**config.mk**
```make
export PLATFORM = sky130hd
export DESIGN_NAME = alu_result_wb
export DESIGN_NICKNAME = d
export VERILOG_FILES = /design/src/rtl/exec_pkg.sv /design/src/rtl/alu_result_wb_fifo.sv /design/src/rtl/alu_result_wb.sv
export SDC_FILE = /design/constraint.sdc
export NUM_CORES = 1
export LEC_CHECK = 0
export BUFFER_PORTS_ARGS = -buffer_cell sky130_fd_sc_hd__buf_4
export CAP_MARGIN = 0
export CORE_UTILIZATION = 60
export DETAILED_ROUTE_END_ITERATION = 8
export PLACE_DENSITY_LB_ADDON = 0.1
export SLEW_MARGIN = 20
export SYNTH_ARGS = -nofsm -noshare
export SYNTH_HDL_FRONTEND = slang
export SYNTH_HIERARCHICAL = 1
export SYNTH_SLANG_ARGS = --single-unit
```
**constraint.sdc**
```tcl
create_clock -name clk -period 6.2 [get_ports clk]
set_input_delay 1.24 -clock clk [delete_from_list [all_inputs] [get_ports clk]]
set_output_delay 1.24 -clock clk [all_outputs]
set_load 0.1 [all_outputs]
```
**src/rtl/exec_pkg.sv**
```systemverilog
// Shared execution-unit types: writeback entry layout and ALU opcode encodings.
package exec_pkg;
    localparam int RD_W   = 5;
    localparam int DATA_W = 32;

    typedef struct packed {
        logic [RD_W-1:0]   rd;
        logic [DATA_W-1:0] data;
    } wb_entry_t;

    localparam logic [3:0] ALU_ADD  = 4'b0001;
    localparam logic [3:0] ALU_SUB  = 4'b0010;
    localparam logic [3:0] ALU_AND  = 4'b0011;
    localparam logic [3:0] ALU_OR   = 4'b0100;
    localparam logic [3:0] ALU_XOR  = 4'b0101;
    localparam logic [3:0] ALU_SLL  = 4'b0110;
    localparam logic [3:0] ALU_SRL  = 4'b0111;
    localparam logic [3:0] ALU_SRA  = 4'b1000;
    localparam logic [3:0] ALU_SLT  = 4'b1001;
    localparam logic [3:0] ALU_SLTU = 4'b1010;
    localparam logic [3:0] ALU_EQ   = 4'b1011;
endpackage

```
**src/rtl/alu_result_wb_fifo.sv**
```systemverilog
// Synchronous FIFO of writeback entries; head is read combinationally from storage.
module wb_fifo
    import exec_pkg::*;
#(
    parameter int DEPTH = 4,
    localparam int PW = $clog2(DEPTH),
    localparam int CW = $clog2(DEPTH) + 1
) (
    input  logic          clk,
    input  logic          rst,
    input  logic          push,
    input  wb_entry_t     din,
    input  logic          pop,
    output wb_entry_t     dout,
    output logic          empty,
    output logic          full,
    output logic [CW-1:0] count
);
    wb_entry_t     mem [DEPTH];
    logic [PW-1:0] wptr, rptr;
    logic          do_push, do_pop;

    assign empty   = (count == '0);
    assign full    = (count == CW'(DEPTH));
    assign do_pop  = pop && !empty;
    // A push into a full FIFO is only accepted when the head leaves the same cycle.
    assign do_push = push && (!full || do_pop);
    assign dout    = empty ? '0 : mem[rptr];

    always_ff @(posedge clk) begin
        if (do_push) mem[wptr] <= din;
    end

    always_ff @(posedge clk) begin
        if (rst) begin
            wptr  <= '0;
            rptr  <= '0;
            count <= '0;
        end else begin
            if (do_push) wptr <= wptr + PW'(1);
            if (do_pop)  rptr <= rptr + PW'(1);
            case ({do_push, do_pop})
                2'b10:   count <= count + CW'(1);
                2'b01:   count <= count - CW'(1);
                default: count <= count;
            endcase
        end
    end

    a_no_overflow: assert property (@(posedge clk) disable iff (rst) !(push && full && !pop))
        else $error("wb_fifo: push dropped while full");
endmodule

```
**src/rtl/alu_result_wb.sv**
```systemverilog
// ALU writeback stage: pairs issued rd with the next-cycle ALU result and queues it.
// Optional macro ZERO_REG_FILTER_EN drops entries targeting x0.
module alu_result_wb
    import exec_pkg::*;
#(
    parameter int DEPTH  = 4,
    parameter int RD_W   = exec_pkg::RD_W,
    parameter int DATA_W = exec_pkg::DATA_W,
    localparam int CW = $clog2(DEPTH) + 1
) (
    input  logic              clk,
    input  logic              rst,
    input  logic              issue_valid,
    input  logic [RD_W-1:0]   issue_rd,
    input  logic [DATA_W-1:0] alu_result,
    output logic              wb_valid,
    output logic [RD_W-1:0]   wb_rd,
    output logic [DATA_W-1:0] wb_data,
    input  logic              wb_ready,
    output logic              issue_stall,
    output logic [CW-1:0]     occupancy
);
    logic            align_valid;
    logic [RD_W-1:0] align_rd;
    logic            push, pop, empty, full;
    wb_entry_t       entry, head;

    always_ff @(posedge clk) begin
        if (rst) begin
            align_valid <= 1'b0;
            align_rd    <= '0;
        end else begin
            align_valid <= issue_valid;
            align_rd    <= issue_rd;
        end
    end

`ifdef ZERO_REG_FILTER_EN
    assign push = align_valid && (align_rd != '0);
`else
    assign push = align_valid;
`endif

    assign entry.rd   = align_rd;
    assign entry.data = alu_result;
    assign pop        = wb_valid && wb_ready;

    wb_fifo #(.DEPTH(DEPTH)) u_fifo (
        .clk   (clk),
        .rst   (rst),
        .push  (push),
        .din   (entry),
        .pop   (pop),
        .dout  (head),
        .empty (empty),
        .full  (full),
        .count (occupancy)
    );

    assign wb_valid = !empty;
    assign wb_rd    = head.rd;
    assign wb_data  = head.data;

    // Ignores a same-cycle pop: keeps room for the in-flight entry plus one new issue.
    assign issue_stall = (occupancy + CW'(align_valid)) >= CW'(DEPTH);
endmodule

```
==> results.tsv <==
stage	metric	value	unit
layout	multi-input logic area	1530	um^2
floorplan	core area	10400	um^2
cts	H-tree depth	4	
global_route	GR Util All Layers	21.1	%
timing	Setup TNS	0	ns
power	Peak VDD IR	0.211	mV
floorplan	Initial Utilization	61.9	%
critical_path	startpoint types	flop	
timing	Tmin final	3.98	ns
floorplan	row count	37	
critical_path	Crit Path Max Fanout	20	
drt	final WL	10600	um
timing	RSZ-0062 raised after global routing	no	
drt	DR vias/cell	5.65	
cts	post-CTS setup buffers	0	
layout	FF/Latch Area	4750	um^2
cts	hold_buf cts	0	
synthesis	mapped cell area	6420	um^2
drt	First-pass DRT Iterations	4	
timing	Slew HR	29.9	%
power	sequential power share	50.4	%
layout	Design Area, Final	7670	um^2
power	switching power of the nets	0.568	mW
critical_path	CP Data Required Time	4.96	ns
drt	remaining antenna violation count	0	
floorplan	Die Ht	105	um
outcome	status	complete, no violations	
floorplan	IO Count	83	
cts	clk sinks	163	
power	Static Leak	2.63	nW
layout	layout cell share with drive strength beyond 1	38.0	%
drt	Starting DRT DRC Count	188	
layout	Fill cells	604	
floorplan	Die Span X	105	um
global_route	vias in the first global route	3196	
global_route	total congestion overflow	0	
critical_path	WS Path Type	reg2out	
power	overall power	2.45	mW
drt	routed length per instance	19.3	um
synthesis	Synth Instances	314	
cts	Inserted Clock Buffers	17	
global_route	initial antenna violation count	0	
global_route	largest net degree at the start of global routing	38	
timing	Final Slew Violations	0	
power	Clock power frac	40.8	%
timing	Worst Max-Slew Pin Slew	1.05	ns
cts	CTS Buffer Depth	2	
timing	final hold vios	0	
critical_path	Data arrival, critical path	2.74	ns
layout	Final Net Count	446	
synthesis	Syn Nets	360	
layout	Diodes inserted	0	
cts	post-cts sizing count	0	
critical_path	CP Capture Type	output pin	
floorplan	Die Area	11100	um^2
cts	CTS tree	done	
place	gpl congestion	0.665	
job	Max Cap Viol	0	
global_route	first-pass GRT wire length	16800	um
place	port bufs	82	
drt	DR vias	3104	
timing	Max Clock Freq	0.251	GHz
layout	area grow syn2layout	19.5	%
drt	post-detailed-route DRC marker count	0	
cts	worst skew pair latency	0.52	ns
power	Combinational Power Share	8.8	%
cts	CTS root buf	clkbuf_8	
layout	most common cell after layout, fill and taps aside	edfxtp_1	
power	power per cell area	319	nW/um^2
place	Placed Area	7100	um^2
timing	final setup fails	0	
power	P_int	1.88	mW
timing	final period utilization	64.2	%
layout	most frequent cells in the layout	148 x edfxtp_1, 84 x buf_4, 42 x nor2b_1	
timing	Clock Skew	0.00569	ns
cts	Clk pin slew, worst setup/hold paths	0.06	ns
synthesis	Syn Area/Cell	20.5	um^2
place	DP HPWL	6130	um
power	sw frac	23.2	%
synthesis	number of warnings issued by yosys	6	
worst_hold_path	worst min path class	reg2reg	
-- critical path: stages (launching register included) --
cell,delay (ns)
dfxtp_2,0.72
buf_4,0.48
mux4_1,0.61
nor2b_1,0.15
buf_4,0.26
-- path summary, 6_finish.rpt --
kind	depth (start not counted)	slack, ns	from	endpoint
min reg2reg	0	0.48	align_rd[1]	u_fifo/mem[1][33]
min	0	0.48	align_rd[1]	u_fifo/mem[1][33]
max	4	2.22	flop	wb_data[5]
max reg2reg	5	2.87	u_fifo/count[2]	u_fifo/mem[0][13]
-- power groups by stage --
stage / Sequential, mW / Clock, mW / Combinational (mW)
floorplan: 1.26 / 0 / 0.153
global placement: 1.26 / 0 / 0.213
detailed placement: 1.26 / 0 / 0.217
CTS: 1.23 / 1.02 / 0.217
global route: 1.24 / 1.06 / 0.226
finish: 1.23 / 0.997 / 0.215
-- routing by layer --
metal	GRT usage [%]	up-vias	wire (um)
met4	8.35	0	127
met2	34.3	96	5540
met1	27.9	1581	4430
met5	0	-	0
met3	5.13	12	500
li1	-	1415	-
-- per-stage QoR --
| stage | instances | hold slack, ns | worst slack, ns | utilization [%] |
|---|---|---|---|---|
| finish | 549 | 0.479 | 2.22 | 74.0 |
| global route | 549 | 0.502 | 1.98 | 74.0 |
| CTS | 549 | 0.481 | 2.12 | 74.0 |
| detailed placement | 517 | 0.463 | 2.69 | 68.4 |
| global placement | 517 | 0.446 | 2.69 | 68.4 |
| floorplan | 314 | 0.438 | 1.95 | - |
-- flip-flops by register name, summed over array words and instances, names as in the netlist, named ones only --
signal	flops
u_fifo/mem	148
u_fifo/count	3
align_valid	1
u_fifo/wptr	2
align_rd	5
u_fifo/rptr	2
-- layout make-up --
cell class                 count  area share (%)
timing repair buffer          84            8.22
sequential                   163            61.9
clock buffer                  20            5.80
tap                          136            2.22
clock inverter                12            1.73
inverter                       6           0.293
multi-input combinational    128            19.9
(Power assumes the default switching activity.)
